`src/rtl/mybusmatrix5x7_rrarb_s3.sv`:
```
// Round-robin, burst-aware output arbiter for slave port S3 of the 5x7 bus
// matrix. Shares S3 between input ports 2, 3 and 4. Arbitration is frozen
// inside defined-length bursts and locked sequences. Undefined-length INCR
// bursts are capped at INCR_MAX accepted beats.
//
// State | meaning
// ------+---------------------------------------------------------------
// owner | addr_in_port: last granted port (3'b000 only after reset)
// idle  | no_port=1: S3 not driven by any port, owner value retained
// hold  | burst_hold=1: beats remain in burst, or locked; owner frozen
// cnt   | remaining beats after the current one (0 = may re-arbitrate)

module mybusmatrix5x7_rrarb_s3 #(
    parameter int unsigned INCR_MAX = 8
) (
    input  logic       HCLK,
    input  logic       HRESETn,
    input  logic       req_port2,
    input  logic       req_port3,
    input  logic       req_port4,
    input  logic       HREADYM,
    input  logic       HSELM,
    input  logic [1:0] HTRANSM,
    input  logic [2:0] HBURSTM,
    input  logic       HMASTLOCKM,
    output logic [2:0] addr_in_port,
    output logic       no_port,
    output logic       burst_hold
);

    localparam logic [1:0] TRANS_IDLE   = 2'b00;
    localparam logic [1:0] TRANS_NONSEQ = 2'b10;
    localparam logic [1:0] TRANS_SEQ    = 2'b11;

    localparam logic [2:0] PORT2 = 3'b010;
    localparam logic [2:0] PORT3 = 3'b011;
    localparam logic [2:0] PORT4 = 3'b100;

    localparam logic [4:0] INCR_LOAD = 5'(INCR_MAX - 1);

    logic [4:0] cnt;
    logic [4:0] cnt_nxt;
    logic       incr_mode;
    logic       incr_nxt;
    logic       hold;
    logic       any_req;
    logic [2:0] grant;

    // incr_mode is kept as burst-type status for observation; no arbitration
    // decision currently depends on it because the cap is folded into cnt.
    logic unused_incr_mode;
    assign unused_incr_mode = incr_mode;

    // Next beat count and burst mode from the transfer presented this cycle
    always_comb begin
        cnt_nxt  = cnt;
        incr_nxt = incr_mode;
        if (!HSELM || HTRANSM == TRANS_IDLE) begin
            cnt_nxt = 5'd0;
        end else if (HTRANSM == TRANS_NONSEQ) begin
            case (HBURSTM)
                3'b000: begin
                    cnt_nxt  = 5'd0;
                    incr_nxt = 1'b0;
                end
                3'b001: begin
                    cnt_nxt  = INCR_LOAD;
                    incr_nxt = 1'b1;
                end
                3'b010, 3'b011: begin
                    cnt_nxt  = 5'd3;
                    incr_nxt = 1'b0;
                end
                3'b100, 3'b101: begin
                    cnt_nxt  = 5'd7;
                    incr_nxt = 1'b0;
                end
                default: begin
                    cnt_nxt  = 5'd15;
                    incr_nxt = 1'b0;
                end
            endcase
        end else if (HTRANSM == TRANS_SEQ) begin
            cnt_nxt = (cnt != 5'd0) ? cnt - 5'd1 : 5'd0;
        end
    end

    // Freeze arbitration while locked or while beats of a burst remain
    always_comb begin
        hold = HMASTLOCKM
             | (HSELM && (HTRANSM != TRANS_IDLE) && (cnt_nxt != 5'd0));
    end

    // Round-robin pick: search starts at the port after the current owner
    always_comb begin
        any_req = req_port2 | req_port3 | req_port4;
        grant   = addr_in_port;
        case (addr_in_port)
            PORT2: begin
                if (req_port3)      grant = PORT3;
                else if (req_port4) grant = PORT4;
                else if (req_port2) grant = PORT2;
            end
            PORT3: begin
                if (req_port4)      grant = PORT4;
                else if (req_port2) grant = PORT2;
                else if (req_port3) grant = PORT3;
            end
            default: begin
                // Owner is port 4, or nothing granted since reset.
                if (req_port2)      grant = PORT2;
                else if (req_port3) grant = PORT3;
                else if (req_port4) grant = PORT4;
            end
        endcase
    end

    // Registered owner, select and counter; everything advances on HREADYM only
    always_ff @(posedge HCLK or negedge HRESETn) begin
        if (!HRESETn) begin
            addr_in_port <= 3'b000;
            no_port      <= 1'b1;
            burst_hold   <= 1'b0;
            cnt          <= 5'd0;
            incr_mode    <= 1'b0;
        end else if (HREADYM) begin
            cnt       <= cnt_nxt;
            incr_mode <= incr_nxt;
            if (hold) begin
                no_port    <= 1'b0;
                burst_hold <= 1'b1;
            end else begin
                burst_hold <= 1'b0;
                if (any_req) begin
                    addr_in_port <= grant;
                    no_port      <= 1'b0;
                end else begin
                    no_port <= ~HSELM;
                end
            end
        end
    end

endmodule

```
`config.mk`:
```
export PLATFORM = sky130hd
export DESIGN_NAME = mybusmatrix5x7_rrarb_s3
export DESIGN_NICKNAME = d
export VERILOG_FILES = /design/src/rtl/mybusmatrix5x7_rrarb_s3.sv
export SDC_FILE = /design/constraint.sdc
export NUM_CORES = 1
export LEC_CHECK = 0
export BUFFER_PORTS_ARGS = -buffer_cell sky130_fd_sc_hd__buf_4
export CAP_MARGIN = 20
export CORE_UTILIZATION = 45
export DETAILED_ROUTE_END_ITERATION = 10
export PLACE_DENSITY = 0.72
export SKIP_CTS_REPAIR_TIMING = 1
export SLEW_MARGIN = 25
export SYNTH_ARGS = -nofsm -noshare
export SYNTH_HDL_FRONTEND = slang
export SYNTH_SLANG_ARGS = --single-unit
```
`constraint.sdc`:
```
create_clock -name HCLK -period 2 [get_ports HCLK]
set_clock_uncertainty 0.05 [all_clocks]
set_input_delay 0.1 -clock HCLK [delete_from_list [all_inputs] [get_ports HCLK]]
set_output_delay 0.1 -clock HCLK [all_outputs]
set_load 0.005 [all_outputs]
```
Yosys cells after proc, flatten, opt, wreduce, memory -nomap -nowiden:

Index checks and enable logic that the tools add are counted.

* multiplexer cells: 18
* $add $sub $neg: 1
* equal/unequal tests: 9
* bitwise operators: 5
* reductions and logical operators: 13

Operators by type and width (count)
* 2-to-1 mux 3 bit: 9
* 2-to-1 mux 5 bit: 4
* == test 3 x 2 -> 1 bit (second input constant): 4
* one-hot mux 4 bit (3 select lines): 1
* nonzero test 5 bit: 2
* == test 3 bit (second input constant): 2
* one-hot mux 3 bit (2 select lines): 1
* subtractor 5 x 1 -> 5 bit (second input constant): 1
* == test 2 bit (second input constant): 2
* AND reduction 4 bit: 1
* == test 3 x 1 -> 1 bit (second input constant): 1
* zero test 3 bit: 1
* 2-to-1 mux 1 bit: 3
* bitwise OR 1 bit: 3
* nonzero test 3 bit: 1
* OR reduction 3 bit: 1
* logical AND 1 bit: 2
* zero test 2 bit: 1
* inverter 1 bit: 2
* nonzero test 2 bit: 1
* OR reduction 2 bit: 1
* zero test 1 bit: 1
* logical OR 1 bit: 1

* output and inout bits: 5
* word-level logic and storage cells: 50
* bits in registers: 10
* input bits: 13

Logic depth before layout (Yosys ltp):

* depth in word-level cells: 10
* gate-level depth with buffers: 9
* mapped depth without buffers: 9

Worst setup path before layout:

OpenSTA, ideal clock, no wires.

* kind: reg2reg
* from: register cnt[0]
* to: register addr_in_port[1]
* period minus slack after synthesis: 2.066 ns
* data arrival time: 1.888 ns
* setup slack: -0.066 ns
* required time: 1.822 ns
* buffers on the path: 0
* cell stages (with the launch flop): 10
* setup time: 0.128 ns
* path through: dfrtp_1 -> inv_1 -> ha_1 -> nand4bb_1 -> nor3_1 -> a31oi_1 -> nor4_2 -> a31oi_2 -> nor2_2 -> mux2_1

* word-level cells in the longest chain between the ends: 10
* elaborated cells between the ends (all ways): 11
* classes of those cells: add/sub: 1; mux: 4; bitwise: 2; reduce/logical: 4

RTL lines
* start: declaration: RTL line 41 `logic [4:0] cnt;`
* start signal: assignment: RTL line 127 `cnt <= cnt_nxt;`
* subtractor 5 x 1 -> 5 bit / nonzero test 5 bit (equally long branches): RTL line 84 `cnt_nxt = (cnt != 5'd0) ? cnt - 5'd1 : 5'd0;`
* 2-to-1 mux 5 bit: RTL line 84
* 2-to-1 mux 5 bit *: RTL line 83 `end else if (HTRANSM == TRANS_SEQ) begin`
* 2-to-1 mux 5 bit *: RTL line 60 `end else if (HTRANSM == TRANS_NONSEQ) begin`
* 2-to-1 mux 5 bit *: RTL line 58 `if (!HSELM || HTRANSM == TRANS_IDLE) begin`
* nonzero test 5 bit *: RTL line 91 `| (HSELM && (HTRANSM != TRANS_IDLE) && (cnt_nxt != 5'd0));`
* logical AND 1 bit *: RTL line 91
* bitwise OR 1 bit *: RTL line 91
* inverter 1 bit (no source line) *
* AND reduction 4 bit (no source line) *
* end signal: assignment: RTL line 135 `addr_in_port <= grant;`
* end: declaration: RTL line 26 `output logic [2:0] addr_in_port,`

Every way passes the cells marked *; elsewhere a longest branch is shown, timed or not.
A chain may end at the register's enable or synchronous reset.

Worst setup path in the final report:

* from: register cnt[1]
* to: register addr_in_port[1]

Same word-level chain as after synthesis.

==> impl_results.html <==
<table>
<tr><th>Metric</th><th>Value</th></tr>
<tr><th colspan="2">Global routing</th></tr>
<tr><td>Vias in the first global route</td><td>approximately 570</td></tr>
<tr><td>Sum of overflow across all layers after global routing</td><td>0</td></tr>
<tr><td>Global Route met2 Usage</td><td>35.9%</td></tr>
<tr><td>Global routing usage on met3</td><td>around 8.7%</td></tr>
<tr><td>Most crowded layer after global routing</td><td>met2</td></tr>
<tr><td>Global routing met1 resource utilization</td><td>approximately 29%</td></tr>
<tr><td>Total global routing track utilization</td><td>a little under a quarter</td></tr>
<tr><td>Initial antenna violation count</td><td>0</td></tr>
<tr><td>First-pass GRT wire length</td><td>roughly 2500 µm</td></tr>
<tr><td>Maximum number of pins on one net before global-route repair</td><td>16</td></tr>
<tr><th colspan="2">Hold path</th></tr>
<tr><td>Worst hold-check path type</td><td>input port to register</td></tr>
<tr><td>Worst hold path startpoint</td><td>HREADYM</td></tr>
<tr><th colspan="2">Synthesis</th></tr>
<tr><td>Complex-gate fraction of the synthesized area</td><td>between 30% and 40%</td></tr>
<tr><td>Synthesized flop and latch total</td><td>10</td></tr>
<tr><td>Combinational family with the most area after synthesis</td><td>compound AO/OA/AOI/OAI gates</td></tr>
<tr><td>Primary FF master, synth</td><td>sky130_fd_sc_hd__dfrtp_1</td></tr>
<tr><td>Synthesized netlist net count</td><td>between 90 and 100</td></tr>
<tr><td>Cell count after synthesis</td><td>slightly below 80</td></tr>
<tr><td>Mux share of post-synthesis cell area</td><td>about 3.1%</td></tr>
<tr><td>Post-Synthesis Mean Instance Area</td><td>roughly 8.7 µm²</td></tr>
<tr><td>Number of distinct library cells after synthesis</td><td>37</td></tr>
<tr><td>Synth Area in Adders</td><td>roughly 1.8%</td></tr>
<tr><td>Number of synthesized flops with an enable pin</td><td>0</td></tr>
<tr><td>Fraction of the mapped netlist area in simple logic gates</td><td>between 20% and 30%</td></tr>
<tr><td>Cell Area, Synth</td><td>~690 µm²</td></tr>
<tr><td>Proportion of synthesized chip area in sequential cells</td><td>between 30% and 40%</td></tr>
<tr><td>Synth Warn #</td><td>0</td></tr>
<tr><td>Fraction of registers with async set/reset</td><td>100%</td></tr>
<tr><td>Synth Area in XOR/XNOR</td><td>0%</td></tr>
<tr><th colspan="2">Floorplan</th></tr>
<tr><td>Number of top-level pins</td><td>18</td></tr>
<tr><td>Initial Utilization</td><td>around half</td></tr>
<tr><td>Total Die Area</td><td>roughly 1700 µm²</td></tr>
<tr><td>Core Area</td><td>between 1000 and 1500 µm²</td></tr>
<tr><td>DIE WIDTH</td><td>about 40 µm</td></tr>
<tr><td>Cell Rows</td><td>13</td></tr>
<tr><td>Vertical die dimension</td><td>41.1 µm</td></tr>
<tr><th colspan="2">Detailed routing</th></tr>
<tr><td>DRC violation count after routing</td><td>0</td></tr>
<tr><td>Detailed-route vias per instance</td><td>about 5.8</td></tr>
<tr><td>DR WL/cell</td><td>about 15 µm</td></tr>
<tr><td>Violation count after the first detailed-route iteration</td><td>42</td></tr>
<tr><td>Number of search-and-repair iterations in the first detailed-routing pass</td><td>4</td></tr>
<tr><td>Post-route ant nets</td><td>0</td></tr>
<tr><td>Vias after detailed routing</td><td>697</td></tr>
<tr><td>Routed wire length</td><td>approximately 1700 µm</td></tr>
<tr><th colspan="2">Critical path</th></tr>
<tr><td>Critical path startpoint</td><td>cnt[1]</td></tr>
<tr><td>Origin of the critical flop-to-flop path</td><td>cnt[1]</td></tr>
<tr><td>Launching element type of the critical path</td><td>register</td></tr>
<tr><td>Worst-path maximum fanout</td><td>5</td></tr>
<tr><td>Arrival @ worst endpoint</td><td>roughly 2300 ps</td></tr>
<tr><td>Type of the worst setup path</td><td>register to register</td></tr>
<tr><td>CP required</td><td>roughly 2100 ps</td></tr>
<tr><td>Flop-to-flop setup slack</td><td>-160 ps</td></tr>
<tr><td>Endpoint kind of the worst setup timing path</td><td>register</td></tr>
<tr><th colspan="2">Clock tree</th></tr>
<tr><td>Later-pin clock latency in the skew report</td><td>280 ps</td></tr>
<tr><td>Number of clock sinks seen by CTS</td><td>10</td></tr>
<tr><td>Deepest level of the CTS H-tree</td><td>1</td></tr>
<tr><td>Clock tree from TritonCTS</td><td>built</td></tr>
<tr><td>Total clock buffers created by CTS</td><td>3</td></tr>
<tr><td>Maximum root-to-sink buffer count</td><td>2</td></tr>
<tr><td>Root buf cell</td><td>sky130_fd_sc_hd__clkbuf_4</td></tr>
<tr><td>Clock-pin slew reported for the worst setup and hold paths after clock tree synthesis</td><td>approximately 80 ps</td></tr>
<tr><th colspan="2">Layout</th></tr>
<tr><td>Share of post-route cells with drive strength above 1</td><td>about two fifths</td></tr>
<tr><td>Area taken by flip-flops and latches</td><td>around 250 µm²</td></tr>
<tr><td>Total of fill cells in the finished design</td><td>approximately 110</td></tr>
<tr><td>Layout Area Growth over Synthesis</td><td>36.5%</td></tr>
<tr><td>Area used by multi-input combinational logic</td><td>around 400 µm²</td></tr>
<tr><td>Number of nets in the finished design</td><td>between 100 and 150</td></tr>
<tr><td>ANT cells</td><td>0</td></tr>
<tr><td>Count of non-filler cells in the finished layout</td><td>120</td></tr>
<tr><td>Cell area after layout</td><td>roughly 940 µm²</td></tr>
<tr><th colspan="2">Place</th></tr>
<tr><td>Worst-case setup slack after placement</td><td>-109 ps</td></tr>
<tr><td>Count of port buffers added during placement</td><td>17</td></tr>
<tr><td>Placed instance area</td><td>approximately 860 µm²</td></tr>
<tr><td>Post-placement cell count</td><td>between 100 and 150</td></tr>
<tr><td>Gpl congestion</td><td>approximately 0.84</td></tr>
<tr><th colspan="2">Power</th></tr>
<tr><td>Power density over the cells</td><td>783 nW/µm²</td></tr>
<tr><td>Max rail drop VDD</td><td>between 0.5 and 0.6 mV</td></tr>
<tr><td>Leakage power summed over all cells</td><td>0.426 nW</td></tr>
<tr><th colspan="2">Timing</th></tr>
<tr><td>Hold violation total from the final report</td><td>0</td></tr>
<tr><td>Final critical-path share of the clock period</td><td>108%</td></tr>
<tr><td>Final Slew Violations</td><td>0</td></tr>
<tr><td>Setup repair after global routing missed its margin</td><td>yes</td></tr>
<tr><td>Transition time at the pin with the least slew margin</td><td>357 ps</td></tr>
<tr><td>Worst hold slack</td><td>approximately 30 ps</td></tr>
<tr><td>Final worst path period need</td><td>approximately 2200 ps</td></tr>
<tr><td>Total setup violations reported at the end of the flow</td><td>3</td></tr>
<tr><td>Final WS setup</td><td>-158 ps</td></tr>
<tr><td>Setup total negative slack</td><td>-422 ps</td></tr>
<tr><td>Peak Freq</td><td>0.463 GHz</td></tr>
<tr><td>Worst rel slew slack</td><td>76.0%</td></tr>
<tr><th colspan="2">Run status</th></tr>
<tr><td>Status</td><td>finished with violations</td></tr>
<tr><td>Violated checks</td><td>setup timing</td></tr>
<tr><th colspan="2">Job</th></tr>
<tr><td>Number of violations of the max-capacitance limit</td><td>0</td></tr>
</table>
[synthesized netlist by cell type (2+ instances only)]
library cell	instances	area [µm²]
sky130_fd_sc_hd__inv_1	10	37.5
sky130_fd_sc_hd__dfrtp_1	9	225
sky130_fd_sc_hd__nand2_1	6	22.5
sky130_fd_sc_hd__o21ai_0	6	30.0
sky130_fd_sc_hd__nor3_1	4	20.0
sky130_fd_sc_hd__a21oi_1	3	15.0
sky130_fd_sc_hd__nor2_1	3	11.3
sky130_fd_sc_hd__o21a_1	3	22.5
sky130_fd_sc_hd__a22oi_1	2	15.0
sky130_fd_sc_hd__a31oi_1	2	12.5
sky130_fd_sc_hd__buf_2	2	10.0
sky130_fd_sc_hd__nand3_1	2	10.0
sky130_fd_sc_hd__nand4_1	2	12.5
sky130_fd_sc_hd__o31ai_1	2	15.0
[kinds of logic after synthesis]
| logic type | count (synthesis) |
|---|---|
| DFF | 10 |
| AOI/OAI and AO/OA | 28 |
| and+or+nand+nor | 25 |
| adders and majority gates | 1 |
| buffers and inverters | 13 |
| muxes | 2 |
[worst max-delay path, stage by stage (launching register included)]
cell and delay (ps):
sky130_fd_sc_hd__dfrtp_1 420, sky130_fd_sc_hd__o311a_1 360, sky130_fd_sc_hd__a31oi_1 190, sky130_fd_sc_hd__a31oi_2 130, sky130_fd_sc_hd__nor4_2 250, sky130_fd_sc_hd__a31oi_2 160, sky130_fd_sc_hd__nor2_2 170, sky130_fd_sc_hd__mux2_4 310
[cells in the final DEF (no fill, tap or decap), types with 2 or more instances in the layout]
cell type	n
sky130_fd_sc_hd__a22oi_1	2
sky130_fd_sc_hd__inv_1	10
sky130_fd_sc_hd__buf_4	24
sky130_fd_sc_hd__clkbuf_4	3
sky130_fd_sc_hd__nor2_1	3
sky130_fd_sc_hd__o21a_1	3
sky130_fd_sc_hd__nand2_1	6
sky130_fd_sc_hd__nor3_1	3
sky130_fd_sc_hd__dfrtp_1	9
sky130_fd_sc_hd__a21oi_1	3
sky130_fd_sc_hd__o21ai_0	6
sky130_fd_sc_hd__nand4_1	2
sky130_fd_sc_hd__nand3_1	2
sky130_fd_sc_hd__a31oi_2	2
[report_power, final]
| group | internal [mW] | switching (mW) | leakage [nW] |
|---|---|---|---|
| Clock | 0.111 | 0.0754 | 0.0210 |
| Sequential | 0.241 | 0.0380 | 0.125 |
| Combinational | 0.145 | 0.126 | 0.280 |
| Total | 0.497 | 0.239 | 0.426 |
[metrics by stage]
stage | util, % | power, mW
6_report | 68.8 | 0.736
5_1_grt | 68.8 | 0.781
4_1_cts | 65.8 | 0.717
3_5_place_dp | 63.2 | 0.526
3_3_place_gp | 63.2 | 0.520
2_1_floorplan | - | 0.406
[per-layer routing]
layer | vias to the layer above | share of wire, %
li1 | 350 | -
met3 | 0 | 4.6
met5 | - | 0
met2 | 28 | 48
met1 | 319 | 48
met4 | 0 | 0
[worst paths after layout]
| kind | endpoint | depth (start not counted) |
|---|---|---|
| min in group asynchronous | cnt[4] | 2 |
| min | cnt[2] | 2 |
| max in group asynchronous | no_port | 2 |
| max | addr_in_port[1] | 7 |
| min reg2reg | burst_hold | 1 |
| max reg2reg | addr_in_port[1] | 7 |
[final cells by class]
type | instances | area share (%)
multi-input cells | 56 | 43.1
flip-flops and latches | 10 | 26.8
repair buffers | 25 | 20.2
inverters | 10 | 3.99
clock buffers | 4 | 3.86
well taps | 15 | 2.00
[sequential cells by signal, indices dropped and copies added (netlist names)]
| register | flops |
|---|---|
| burst_hold | 1 |
| no_port | 1 |
| cnt | 5 |
| addr_in_port | 3 |
(Power assumes the default switching activity.)
